<file path="src/rtl/arcade_input_pkg.sv">
// -----------------------------------------------------------------------------
// arcade_input_pkg
// Shared constants and helpers for the arcade input mapper:
//   - joystick bit indices (hps_io per-player 16-bit word)
//   - joy_pcfrldu bit indices ({coin,start,fire,right,left,down,up})
//   - PS/2 scan-code constants, 9-bit {extended, code}
//   - keyboard key register indices
//   - rotate encoding, coin FSM states
//   - direction struct with SOCD-clean and rotate helpers
// -----------------------------------------------------------------------------
package arcade_input_pkg;

  // Joystick word bit positions.
  localparam int JOY_R      = 0;
  localparam int JOY_L      = 1;
  localparam int JOY_D      = 2;
  localparam int JOY_U      = 3;
  localparam int JOY_FIRE   = 4;
  localparam int JOY_START1 = 5;
  localparam int JOY_START2 = 6;
  localparam int JOY_COIN   = 7;

  // Per-player output bit positions.
  localparam int OUT_UP    = 0;
  localparam int OUT_DOWN  = 1;
  localparam int OUT_LEFT  = 2;
  localparam int OUT_RIGHT = 3;
  localparam int OUT_FIRE  = 4;
  localparam int OUT_START = 5;
  localparam int OUT_COIN  = 6;

  // PS/2 prefix bytes.
  localparam logic [7:0] PS2_BREAK = 8'hF0;
  localparam logic [7:0] PS2_EXT   = 8'hE0;

  // Scan codes as {extended, code}. 9'h000 never matches a key.
  localparam logic [8:0] SC_P0_UP    = 9'h175;
  localparam logic [8:0] SC_P0_DOWN  = 9'h172;
  localparam logic [8:0] SC_P0_LEFT  = 9'h16B;
  localparam logic [8:0] SC_P0_RIGHT = 9'h174;
  localparam logic [8:0] SC_P0_SPACE = 9'h029;
  localparam logic [8:0] SC_P0_CTRL  = 9'h014;
  localparam logic [8:0] SC_P0_START = 9'h005;
  localparam logic [8:0] SC_P0_COIN  = 9'h02E;
  localparam logic [8:0] SC_P1_UP    = 9'h02D;
  localparam logic [8:0] SC_P1_DOWN  = 9'h02B;
  localparam logic [8:0] SC_P1_LEFT  = 9'h023;
  localparam logic [8:0] SC_P1_RIGHT = 9'h034;
  localparam logic [8:0] SC_P1_FIRE  = 9'h01C;
  localparam logic [8:0] SC_P1_START = 9'h006;
  localparam logic [8:0] SC_P1_COIN  = 9'h036;

  // Key register indices.
  localparam int KI_P0_UP    = 0;
  localparam int KI_P0_DOWN  = 1;
  localparam int KI_P0_LEFT  = 2;
  localparam int KI_P0_RIGHT = 3;
  localparam int KI_P0_SPACE = 4;
  localparam int KI_P0_CTRL  = 5;
  localparam int KI_P0_START = 6;
  localparam int KI_P0_COIN  = 7;
  localparam int KI_P1_UP    = 8;
  localparam int KI_P1_DOWN  = 9;
  localparam int KI_P1_LEFT  = 10;
  localparam int KI_P1_RIGHT = 11;
  localparam int KI_P1_FIRE  = 12;
  localparam int KI_P1_START = 13;
  localparam int KI_P1_COIN  = 14;
  localparam int NUM_KEYS    = 15;

  typedef enum logic [1:0] {
    ROT_0   = 2'd0,
    ROT_90  = 2'd1,
    ROT_180 = 2'd2,
    ROT_270 = 2'd3
  } rotate_e;

  typedef enum logic [1:0] {
    COIN_IDLE = 2'd0,
    COIN_HOLD_ST = 2'd1,
    COIN_GAP_ST  = 2'd2
  } coin_state_e;

  typedef struct packed {
    logic right;
    logic left;
    logic down;
    logic up;
  } dir_t;

  // Opposing directions pressed together cancel each other.
  function automatic dir_t socd_clean(input dir_t d);
    dir_t r;
    r = d;
    if (d.up && d.down) begin
      r.up   = 1'b0;
      r.down = 1'b0;
    end
    if (d.left && d.right) begin
      r.left  = 1'b0;
      r.right = 1'b0;
    end
    return r;
  endfunction

  // Screen rotation, expressed as "output direction <- input direction".
  function automatic dir_t rotate_dir(input dir_t d, input rotate_e rot);
    dir_t r;
    r = d;
    case (rot)
      ROT_90: begin
        r.up = d.left;  r.down = d.right; r.left = d.down;  r.right = d.up;
      end
      ROT_180: begin
        r.up = d.down;  r.down = d.up;    r.left = d.right; r.right = d.left;
      end
      ROT_270: begin
        r.up = d.right; r.down = d.left;  r.left = d.up;    r.right = d.down;
      end
      default: r = d;
    endcase
    return r;
  endfunction

endpackage

</file>
<file path="src/rtl/arcade_input_mapper_if.sv">
// -----------------------------------------------------------------------------
// arcade_input_mapper_if
// Bundle between hps_io side and the input mapper.
//   ps2_key     65 bits, bit 64 toggles once per key event
//   joystick    16 bits per player
//   rotate      0:none 1:90 2:180 3:270
//   joy_pcfrldu 7 bits per player {coin,start,fire,right,left,down,up}
//   kbd_active  any tracked key held
// master: the hps_io/stimulus side. slave: the mapper.
// -----------------------------------------------------------------------------
interface arcade_input_mapper_if #(
  parameter int NUM_PLAYERS = 2
);
  logic [64:0]                ps2_key;
  logic [16*NUM_PLAYERS-1:0]  joystick;
  logic [1:0]                 rotate;
  logic [7*NUM_PLAYERS-1:0]   joy_pcfrldu;
  logic                       kbd_active;

  modport master (
    output ps2_key, joystick, rotate,
    input  joy_pcfrldu, kbd_active
  );

  modport slave (
    input  ps2_key, joystick, rotate,
    output joy_pcfrldu, kbd_active
  );
endinterface

</file>
<file path="src/rtl/arcade_coin_pulse.sv">
// -----------------------------------------------------------------------------
// arcade_coin_pulse
// Turns a coin request level into a fixed-length coin pulse followed by a
// mandatory low gap. Only a rising edge seen in IDLE starts a pulse; edges
// during HOLD or GAP are dropped, and a request held through the gap does not
// retrigger.
//   clk_sys  in   system clock
//   reset_n  in   asynchronous active-low reset (coin drops immediately)
//   req      in   coin request level
//   coin     out  coin pulse, high for exactly COIN_HOLD cycles
// -----------------------------------------------------------------------------
module arcade_coin_pulse
  import arcade_input_pkg::*;
#(
  parameter int COIN_HOLD = 1200000,
  parameter int COIN_GAP  = 1200000
) (
  input  logic clk_sys,
  input  logic reset_n,
  input  logic req,
  output logic coin
);

  localparam int CNT_MAX = (COIN_HOLD > COIN_GAP) ? COIN_HOLD : COIN_GAP;
  localparam int CNT_W   = $clog2(CNT_MAX + 1);
  localparam logic [CNT_W-1:0] HOLD_LAST = CNT_W'(COIN_HOLD - 1);
  localparam logic [CNT_W-1:0] GAP_LAST  = CNT_W'(COIN_GAP - 1);

  coin_state_e      state, state_d;
  logic [CNT_W-1:0] cnt, cnt_d;
  logic             req_q;

  // NOTE: state registers use non-blocking assignments so every flop samples
  // the pre-edge values of the others, independent of statement order.
  always_ff @(posedge clk_sys or negedge reset_n) begin
    if (!reset_n) begin
      state <= COIN_IDLE;
      cnt   <= '0;
      req_q <= 1'b0;
      coin  <= 1'b0;
    end else begin
      state <= state_d;
      cnt   <= cnt_d;
      req_q <= req;
      coin  <= (state_d == COIN_HOLD_ST);
    end
  end

  // NOTE: every output of this block gets a default first, so no path can
  // leave a variable unassigned and infer a latch.
  always_comb begin
    state_d = state;
    cnt_d   = cnt;
    case (state)
      COIN_IDLE: begin
        if (req && !req_q) begin
          state_d = COIN_HOLD_ST;
          cnt_d   = '0;
        end
      end
      COIN_HOLD_ST: begin
        if (cnt == HOLD_LAST) begin
          state_d = COIN_GAP_ST;
          cnt_d   = '0;
        end else begin
          cnt_d = cnt + CNT_W'(1);
        end
      end
      COIN_GAP_ST: begin
        if (cnt == GAP_LAST) begin
          state_d = COIN_IDLE;
          cnt_d   = '0;
        end else begin
          cnt_d = cnt + CNT_W'(1);
        end
      end
      default: begin
        state_d = COIN_IDLE;
        cnt_d   = '0;
      end
    endcase
  end

endmodule

</file>
<file path="src/rtl/arcade_input_mapper.sv">
// -----------------------------------------------------------------------------
// arcade_input_mapper
// Decodes hps_io PS/2 key events into per-key hold registers and merges them
// with the hps_io joysticks into per-player control buses, with SOCD cleaning,
// screen rotation and a timed coin pulse per player.
//   clk_sys  in   system clock
//   reset_n  in   asynchronous active-low reset
//   bus      slave modport: ps2_key, joystick, rotate in;
//            joy_pcfrldu, kbd_active out
// Timing: joystick/rotate -> joy_pcfrldu one edge; key event -> key reg at the
// edge it is seen, joy_pcfrldu one edge later; kbd_active follows key regs.
// -----------------------------------------------------------------------------
module arcade_input_mapper
  import arcade_input_pkg::*;
#(
  parameter int NUM_PLAYERS   = 2,
  parameter int MERGE_JOY     = 0,
  parameter int COIN_ON_START = 0,
  parameter int COIN_HOLD     = 1200000,
  parameter int COIN_GAP      = 1200000,
  parameter int SOCD_CLEAN    = 1
) (
  input  logic                   clk_sys,
  input  logic                   reset_n,
  arcade_input_mapper_if.slave   bus
);

  logic                old_state;
  logic                primed;
  logic                key_event;
  logic                pressed;
  logic                extended;
  logic [8:0]          code;
  logic [NUM_KEYS-1:0] key_q, key_d;
  logic [15:0]         joy_all;
  logic                unused_joy;

  // The first cycle after reset only captures the toggle bit, so whatever
  // value ps2_key[64] holds at reset is never mistaken for an event.
  assign key_event = primed && (old_state != bus.ps2_key[64]);

  // Not every joystick bit feeds every player; fold them here once.
  assign unused_joy = ^bus.joystick;

  always_comb begin
    pressed  = (bus.ps2_key[15:8] != PS2_BREAK);
    extended = pressed ? (bus.ps2_key[15:8] == PS2_EXT)
                       : (bus.ps2_key[23:16] == PS2_EXT);
    // Multi-byte sequences (PRNSCR/PAUSE) collapse to a code no key uses.
    code     = (|bus.ps2_key[63:24]) ? 9'h000 : {extended, bus.ps2_key[7:0]};

    key_d = key_q;
    if (key_event) begin
      case (code)
        SC_P0_UP:    key_d[KI_P0_UP]    = pressed;
        SC_P0_DOWN:  key_d[KI_P0_DOWN]  = pressed;
        SC_P0_LEFT:  key_d[KI_P0_LEFT]  = pressed;
        SC_P0_RIGHT: key_d[KI_P0_RIGHT] = pressed;
        SC_P0_SPACE: key_d[KI_P0_SPACE] = pressed;
        SC_P0_CTRL:  key_d[KI_P0_CTRL]  = pressed;
        SC_P0_START: key_d[KI_P0_START] = pressed;
        SC_P0_COIN:  key_d[KI_P0_COIN]  = pressed;
        SC_P1_UP:    if (NUM_PLAYERS > 1) key_d[KI_P1_UP]    = pressed;
        SC_P1_DOWN:  if (NUM_PLAYERS > 1) key_d[KI_P1_DOWN]  = pressed;
        SC_P1_LEFT:  if (NUM_PLAYERS > 1) key_d[KI_P1_LEFT]  = pressed;
        SC_P1_RIGHT: if (NUM_PLAYERS > 1) key_d[KI_P1_RIGHT] = pressed;
        SC_P1_FIRE:  if (NUM_PLAYERS > 1) key_d[KI_P1_FIRE]  = pressed;
        SC_P1_START: if (NUM_PLAYERS > 1) key_d[KI_P1_START] = pressed;
        SC_P1_COIN:  if (NUM_PLAYERS > 1) key_d[KI_P1_COIN]  = pressed;
        default: ;
      endcase
    end
  end

  // NOTE: only control registers exist here, and all of them are reset;
  // there is no storage array that could be left unreset.
  always_ff @(posedge clk_sys or negedge reset_n) begin
    if (!reset_n) begin
      old_state <= 1'b0;
      primed    <= 1'b0;
      key_q     <= '0;
    end else begin
      old_state <= bus.ps2_key[64];
      primed    <= 1'b1;
      key_q     <= key_d;
    end
  end

  assign bus.kbd_active = |key_q;

  always_comb begin
    joy_all = '0;
    for (int p = 0; p < NUM_PLAYERS; p++) begin
      joy_all = joy_all | bus.joystick[16*p +: 16];
    end
  end

  for (genvar p = 0; p < NUM_PLAYERS; p++) begin : g_player
    logic [15:0] joy_p;
    dir_t        key_dir, raw_dir, clean_dir, rot_dir;
    logic        key_fire, key_start, key_coin;
    logic        fire, start, coin_req, coin;
    logic [5:0]  body_q;

    always_comb begin
      if (MERGE_JOY != 0) begin
        joy_p = (p == 0) ? joy_all : 16'h0000;
      end else begin
        joy_p = bus.joystick[16*p +: 16];
      end

      key_dir   = '0;
      key_fire  = 1'b0;
      key_start = 1'b0;
      key_coin  = 1'b0;
      if (p == 0) begin
        key_dir.up    = key_q[KI_P0_UP];
        key_dir.down  = key_q[KI_P0_DOWN];
        key_dir.left  = key_q[KI_P0_LEFT];
        key_dir.right = key_q[KI_P0_RIGHT];
        // Two fire keys: releasing one keeps fire while the other is held.
        key_fire      = key_q[KI_P0_SPACE] | key_q[KI_P0_CTRL];
        key_start     = key_q[KI_P0_START];
        key_coin      = key_q[KI_P0_COIN];
      end else if (p == 1) begin
        key_dir.up    = key_q[KI_P1_UP];
        key_dir.down  = key_q[KI_P1_DOWN];
        key_dir.left  = key_q[KI_P1_LEFT];
        key_dir.right = key_q[KI_P1_RIGHT];
        key_fire      = key_q[KI_P1_FIRE];
        key_start     = key_q[KI_P1_START];
        key_coin      = key_q[KI_P1_COIN];
      end

      raw_dir.up    = key_dir.up    | joy_p[JOY_U];
      raw_dir.down  = key_dir.down  | joy_p[JOY_D];
      raw_dir.left  = key_dir.left  | joy_p[JOY_L];
      raw_dir.right = key_dir.right | joy_p[JOY_R];
      fire          = key_fire | joy_p[JOY_FIRE];
      start         = key_start | ((p == 1) ? joy_p[JOY_START2] : joy_p[JOY_START1]);
      coin_req      = key_coin | joy_p[JOY_COIN] | ((COIN_ON_START != 0) & start);

      // Cleaning happens in cabinet orientation, before rotation.
      clean_dir = (SOCD_CLEAN != 0) ? socd_clean(raw_dir) : raw_dir;
      rot_dir   = rotate_dir(clean_dir, rotate_e'(bus.rotate));
    end

    always_ff @(posedge clk_sys or negedge reset_n) begin
      if (!reset_n) begin
        body_q <= '0;
      end else begin
        body_q[OUT_UP]    <= rot_dir.up;
        body_q[OUT_DOWN]  <= rot_dir.down;
        body_q[OUT_LEFT]  <= rot_dir.left;
        body_q[OUT_RIGHT] <= rot_dir.right;
        body_q[OUT_FIRE]  <= fire;
        body_q[OUT_START] <= start;
      end
    end

    arcade_coin_pulse #(
      .COIN_HOLD (COIN_HOLD),
      .COIN_GAP  (COIN_GAP)
    ) u_coin (
      .clk_sys (clk_sys),
      .reset_n (reset_n),
      .req     (coin_req),
      .coin    (coin)
    );

    // Coin bit comes straight from the pulse register, already aligned.
    assign bus.joy_pcfrldu[7*p +: 7] = {coin, body_q};
  end

endmodule
</file>
<file path="src/flat_wrapper.sv">
// flat-port wrapper written by rule: the top's interface ports become plain ports
module arcade_input_mapper_flat import arcade_input_pkg::*;
#(
  parameter int NUM_PLAYERS   = 2,
  parameter int MERGE_JOY     = 0,
  parameter int COIN_ON_START = 0,
  parameter int COIN_HOLD     = 1200000,
  parameter int COIN_GAP      = 1200000,
  parameter int SOCD_CLEAN    = 1
)
  (clk_sys, reset_n, bus_ps2_key, bus_joystick, bus_rotate, bus_joy_pcfrldu, bus_kbd_active);
  arcade_input_mapper_if #(.NUM_PLAYERS(NUM_PLAYERS)) bus_i ();
  input  logic clk_sys;
  input  logic reset_n;
  input wire logic [$bits(bus_i.ps2_key)-1:0] bus_ps2_key;
  input wire logic [$bits(bus_i.joystick)-1:0] bus_joystick;
  input wire logic [$bits(bus_i.rotate)-1:0] bus_rotate;
  output wire logic [$bits(bus_i.joy_pcfrldu)-1:0] bus_joy_pcfrldu;
  output wire logic [$bits(bus_i.kbd_active)-1:0] bus_kbd_active;
  assign bus_i.ps2_key = bus_ps2_key;
  assign bus_i.joystick = bus_joystick;
  assign bus_i.rotate = bus_rotate;
  assign bus_joy_pcfrldu = bus_i.joy_pcfrldu;
  assign bus_kbd_active = bus_i.kbd_active;
  arcade_input_mapper #(.NUM_PLAYERS(NUM_PLAYERS), .MERGE_JOY(MERGE_JOY), .COIN_ON_START(COIN_ON_START), .COIN_HOLD(COIN_HOLD), .COIN_GAP(COIN_GAP), .SOCD_CLEAN(SOCD_CLEAN)) u_core (.clk_sys(clk_sys), .reset_n(reset_n), .bus(bus_i));
endmodule
</file>
<file path="config.mk">
export PLATFORM = sky130hd
export DESIGN_NAME = arcade_input_mapper_flat
export DESIGN_NICKNAME = d
export VERILOG_FILES = /design/src/rtl/arcade_input_pkg.sv /design/src/rtl/arcade_input_mapper_if.sv /design/src/rtl/arcade_coin_pulse.sv /design/src/rtl/arcade_input_mapper.sv /design/src/flat_wrapper.sv
export SDC_FILE = /design/constraint.sdc
export NUM_CORES = 1
export LEC_CHECK = 0
export ABC_AREA = 1
export CORE_UTILIZATION = 46
export DETAILED_ROUTE_END_ITERATION = 10
export PLACE_DENSITY = 0.86
export RECOVER_POWER = 50
export SLEW_MARGIN = 20
export SYNTH_ARGS = -nofsm -noshare
export SYNTH_HDL_FRONTEND = slang
export SYNTH_HIERARCHICAL = 1
export SYNTH_SLANG_ARGS = --single-unit
</file>
<file path="constraint.sdc">
create_clock -name clk_sys -period 1.45 [get_ports clk_sys]
set_input_delay 0.2175 -clock clk_sys [delete_from_list [all_inputs] [get_ports clk_sys]]
set_output_delay 0.2175 -clock clk_sys [all_outputs]
set_load 0.02 [all_outputs]
</file>
==> results_dict.tcl, run 1 <==
set metrics [dict create \
    cts_buffers 9 \
    synth_flop_cell "dfrtp_1" \
    clock_skew_ns 0.0122 \
    clk_latency_ns 0.39 \
    area_delta_synth_final_pct 58.1 \
    core_sq_um 10800 \
    mostFrequentLayoutCell "nand2_1" \
    synth_edf_count 0 \
    synth_top_family_by_area "simple AND/OR/NAND/NOR gates" \
    route.detailed.drc 0 \
    critPathKind "reg -> out" \
    htreeDepth 3 \
    synthSimpleGateAreaFrac_pct 41.3 \
    grt_pass1_vias 5624 \
    critPathBufInv 1 \
    tns_ns -13.42 \
    final_cell_area_sq_um 8090 \
    postSynthAreaPerCell_sq_um 6.89 \
    slew_headroom_pct 45.4 \
    dr.pass1.iters 6 \
    worst_slack_ns -0.479 \
    synth_compound_area_share_pct 5.21 \
    cts.clk_slew.worst_paths_ns 0.09 \
    fin_nets 1090 \
    grt_max_degree 33 \
    port_buffers 97 \
    cp_top_family "simple AND/OR/NAND/NOR gates" \
    n_antenna_cell 0 \
    post_drt_wl_per_cell_microns 19.0 \
    cts_tree "yes" \
    ant_nets 0 \
    synthCells 743 \
    grt_overflow 0 \
    violations "setup timing" \
    via_per_inst 5.78 \
    fmax_ghz 0.518 \
    dp_slack_ns -0.584 \
    synth_top_area_share_pct 38.6 \
    grt_use_total_pct 28.2 \
    synth_seq_cells 79 \
    report.final.slew_viol_count 0 \
    hpwl_microns 10400 \
    cpMaxStageDelayCell "dfrtp_1" \
    place_congestion 0.928 \
    io_pins 116 \
    antenna_found_initial 1 \
    fp.dieW_microns 107 \
    cp_max_fo 2 \
    cts_root_buffer "clkbuf_8" \
    cp-start-kind "register" \
    drive_gt1_share_pct 38.8 \
    synth-warning-count 6 \
    worst_ep_arrival_time_ns 1.71 \
    status "finished, violations left" \
    power_density_nw_per_um2 842 \
    ys_types 31 \
    required_ns 1.23 \
    synthMuxAreaShare_pct 0 \
    finalCriticalPeriod_ns 1.93 \
    ir_worst_vdd_mv 0.826 \
    min_path_type "in -> reg" \
    synth_top_area_cell "dfrtp_1" \
    drv_cap 0 \
    rows 38 \
    cpMostUsedCell "nand3_1" \
    finalCritPeriodShare_pct 133 \
    fp.dieArea_sq_um 11600 \
    ys_seq_area_share_pct 38.6 \
    synthXorXnorAreaFrac_pct 2.05 \
    p_leak_uw 0.00381 \
    synthAdderAreaFrac_pct 2.44 \
    ys_top_cells_by_area "dfrtp_1 39%, nand2_1 14%, nor2_1 9.8%" \
    async_flop_share_pct 100 \
    rsz0062_at_grt "yes" \
    finalHoldViolCount 0 \
    drt_iter0_markers 567 \
    cts.sinks 79 \
    start_util_pct 47.2 \
    syn_nets 854 \
    routed_wl_microns 21400 \
    critical-path-max-stage-delay_ns 0.42 \
    dpl_cell_area_sq_um 7110 \
    num_vias 6495 \
    worst_pin_slew_ns 0.819 \
    setup_viol 63 \
    endpoint_kind "output port" \
    die_y_microns 107 \
    clock_path_buffers 2 \
    grt_pass1_wl_microns 25300 \
    crit_chain "nor2_2 -> nand3_1 -> nor4_1 -> nand3_1 -> buf_2" \
    syn-cell-area_sq_um 5120 \
    final_cell_mix "159 x nand2_1, 108 x buf_4, 106 x inv_1, 99 x nor2_1, 77 x dfrtp_1" \
]
[path summary, 6_finish.rpt]
path / from / endpoint / slack [ns] / cells after the start
max: u_core/key_q[5] / bus_kbd_active / -0.48 / 5
min: bus_joystick[5] / u_core/g_player[0].body_q[5] / 0.42 / 2
max reg2reg: u_core/g_player[1].u_coin/cnt[7] / u_core/g_player[1].u_coin/cnt[4] / -0.45 / 7
min reg2reg: u_core/g_player[0].u_coin/cnt[11] / u_core/g_player[0].u_coin/cnt[11] / 0.53 / 2
max in group asynchronous: reset_n / u_core/g_player[1].u_coin/cnt[9] / 0.23 / 3
min in group asynchronous: reset_n / u_core/g_player[1].u_coin/cnt[10] / 0.45 / 2
[through the flow]
step	hold slack, ns	total power (uW)	utilization, %	instances
floorplan	-0.0781	3240	-	743
global placement	0.177	3920	65.6	1086
detailed placement	0.175	3970	65.6	1086
CTS	0.322	6060	70.4	1115
global route	0.418	6990	74.6	1124
finish	0.417	6810	74.6	1124
[synthesized netlist by cell type (4+ instances only)]
master / count
a21oi_1: 4
dfrtp_1: 79
ha_1: 10
inv_1: 115
inv_2: 8
nand2_1: 193
nand2_2: 6
nand3_1: 51
nand3_2: 5
nand3b_1: 4
nand4_1: 16
nor2_1: 134
nor2_2: 34
nor2_4: 6
nor3_1: 10
o2111ai_1: 5
o21ai_0: 12
o21ai_1: 10
o21bai_1: 4
or2_2: 5
xor2_1: 10
[metal layers]
layer / up-vias / part of all wire, % / GRT usage [%]
li1: 2775 / - / -
met1: 2960 / 34 / 31.8
met2: 544 / 47 / 50.4
met3: 216 / 10 / 5.75
met4: 0 / 9.2 / 13.6
met5: - / 0 / 0
[layout make-up]
class / count / area (sq um)
Clock inverter: 4 / 52.6
Clock buffer: 12 / 165
Tap cell: 140 / 175
Sequential cell: 79 / 1980
Fill cell: 689 / 2750
Timing Repair Buffer: 233 / 1920
Multi-Input combinational cell: 533 / 3320
Inverter: 123 / 474
[timing repair]
action | CTS | global route
gates resized for setup | 139 | 212
hold buffers | 1 | 0
cloned | 1 | 0
buffers inserted | 12 | 10
setup endpoints to repair | 76 | 65
pin swaps | 62 | 97
endpoints found under the hold margin | 25 | 0
[registers in the layout, indices dropped and copies added (netlist names)]
signal,count
u_core/g_player.u_coin/cnt,42
u_core/key_q,15
u_core/g_player.body_q,12
u_core/g_player.u_coin/state,4
u_core/g_player.u_coin/coin,2
u_core/g_player.u_coin/req_q,2
u_core/old_state,1
u_core/primed,1
[cells by family after synthesis]
family,Yosys count
compound gates,41
simple gates,469
buf+inv,131
flops,79
other cells,1
xor+xnor,12
fa+ha+maj,10
[power by group]
group          internal, uW  switching, uW
registers              2290           95.0
clock network           937            943
logic                  1130           1410
(Power assumes the default switching activity.)
==> run 2: changes to the inputs <==
CORE_UTILIZATION = 51   (was 46)
CTS_BUF_LIST = sky130_fd_sc_hd__clkbuf_16   (was not set)
PLACE_DENSITY = 0.9   (was 0.86)
clock period = 1.8 ns   (was 1.45 ns; I/O delays follow)
==> results_dict.tcl, run 2 (synthesis results as in run 1) <==
set metrics [dict create \
    status "finished, violations left" \
    violations "setup timing" \
    clock_path_buffers 2 \
    finalCritPeriodShare_pct 110 \
    r2r-start "u_core/key_q[14]" \
    mostFrequentLayoutCell "nand2_1" \
    cts_tree "yes" \
    power.total_uw 5120 \
    drive_gt1_share_pct 15.6 \
    largest_reg_flops 42 \
    io_pins 116 \
    die_y_microns 102 \
    regMostFlops "u_core/g_player.u_coin/cnt" \
    finalHoldViolCount 0 \
    tns_ns -0.172 \
    route.detailed.drc 0 \
    setup_viol 1 \
    required_ns 1.53 \
    core_sq_um 9730 \
    grt_pass1_vias 4857 \
    clock_skew_ns 0.0163 \
    finalCriticalPeriod_ns 1.97 \
    ant_nets 0 \
    place_congestion 0.867 \
    p_leak_uw 0.00353 \
    rows 36 \
    endpoint_kind "output port" \
    drt_iter0_markers 409 \
    slew_headroom_pct 51.7 \
    clk_latency_ns 0.36 \
    r2r_slack_ns 0.08 \
    top_regs "u_core/g_player.u_coin/cnt (42), u_core/key_q (15), u_core/g_player.body_q (12)" \
    via_per_inst 5.26 \
    drv_cap 0 \
    fp.dieW_microns 102 \
    n_antenna_cell 0 \
    grt_pass1_wl_microns 21300 \
    final_cell_mix "187 x nand2_1, 128 x nor2_1, 115 x inv_1, 79 x dfrtp_1, 54 x clkdlybuf4s50_1" \
    htreeDepth 3 \
    grt_overflow 0 \
    fp.dieArea_sq_um 10400 \
    antenna_found_initial 0 \
    cp-start-kind "register" \
    post_drt_wl_per_cell_microns 14.0 \
    dr.pass1.iters 5 \
    cts.sinks 79 \
    start_util_pct 52.6 \
    grt_max_degree 35 \
    ir_worst_vdd_mv 0.427 \
    area_delta_synth_final_pct 36.5 \
    fmax_ghz 0.507 \
    worst_slack_ns -0.172 \
    grt_use_total_pct 26.6 \
    cts_root_buffer "clkbuf_16" \
    critPathKind "reg -> out" \
    min_path_type "in -> async" \
    num_vias 5352 \
    power_density_nw_per_um2 733 \
    hpwl_microns 9560 \
    cts.clk_slew.worst_paths_ns 0.07 \
    r2r_cells 9 \
    report.final.slew_viol_count 0 \
    port_buffers 97 \
    cts_buffers 9 \
    worst_pin_slew_ns 0.725 \
    fillers 720 \
    routed_wl_microns 14200 \
    cp_max_fo 2 \
    rr_endpoint "u_core/g_player[1].u_coin/cnt[5]" \
    rsz0062_at_grt "yes" \
    fin_nets 991 \
    worst_ep_arrival_time_ns 1.70 \
]
## run 2: changes by cell type in the layout (fill, tap and decap cells not counted), sizes merged
cell,before,now
buf,134,32
clkbuf,55,15
clkdlybuf4s50,40,54
clkinv,0,3
clkinvlp,3,1
dlygate4sd2,14,0
dlymetal6s2s,0,40
inv,123,125
## run 2: cell type report
type | instances | area, sq um | area share, %
Multi-Input combinational cell | 533 | 2700 | 38.6
Sequential cell | 79 | 1980 | 28.3
Timing Repair Buffer | 134 | 1380 | 19.7
Inverter | 123 | 462 | 6.61
Clock buffer | 9 | 225 | 3.22
Tap cell | 133 | 166 | 2.38
Clock inverter | 7 | 81.3 | 1.16
## run 2: repair_timing
action,in CTS,in global routing
buffers inserted,1,4
resized for setup,9,59
endpoints found under the setup margin,7,38
hold buffers,1,0
hold endpoints to repair,28,0
pin swaps,7,46
## run 2: report_power, final
part | switching (uW) | internal, uW
clock network | 808 | 1090
registers | 50.4 | 1850
logic | 732 | 592
## run 2: per-stage QoR
| step | worst slack, ns | utilization [%] | hold slack, ns | instances | area [sq um] |
|---|---|---|---|---|---|
| 2_1_floorplan | 0.290 | - | -0.0256 | 743 | 5120 |
| 3_3_place_gp | -0.293 | 66.3 | 0.229 | 996 | 6450 |
| 3_5_place_dp | -0.349 | 66.3 | 0.222 | 996 | 6450 |
| 4_1_cts | 0.00421 | 69.8 | 0.422 | 1014 | 6800 |
| 5_1_grt | -0.172 | 71.8 | 0.524 | 1018 | 6990 |
| 6_report | -0.172 | 71.8 | 0.509 | 1018 | 6990 |
## run 2: worst max path at each step
stage / startpoint / endpoint / slack, ns / depth (start not counted)
after floorplan: u_core/g_player[0].u_coin/state[0] / u_core/g_player[0].u_coin/cnt[17] / 0.29 / 9
after global placement: bus_ps2_key[63] / u_core/key_q[11] / -0.29 / 11
after detailed placement: bus_ps2_key[63] / u_core/key_q[14] / -0.35 / 12
after CTS: u_core/key_q[5] / bus_kbd_active / 0.004 / 5
after global routing: u_core/key_q[5] / bus_kbd_active / -0.17 / 5
final: u_core/key_q[5] / bus_kbd_active / -0.17 / 5
## run 2: worst max-delay path, cell delays in order, from the launching register on
cell and delay, ns:
dfrtp_1 0.40, nor2_2 0.16, nand3_1 0.11, nor4_1 0.25
nand3_1 0.21, buf_2 0.21
## run 2: metal layers
metal	vias to the layer above	share of wire, %	global-route usage [%]
li1	2581	-	-
met1	2413	39	31.8
met2	298	50	46.5
met3	60	7.3	3.35
met4	0	3.8	14.8
met5	-	0	0
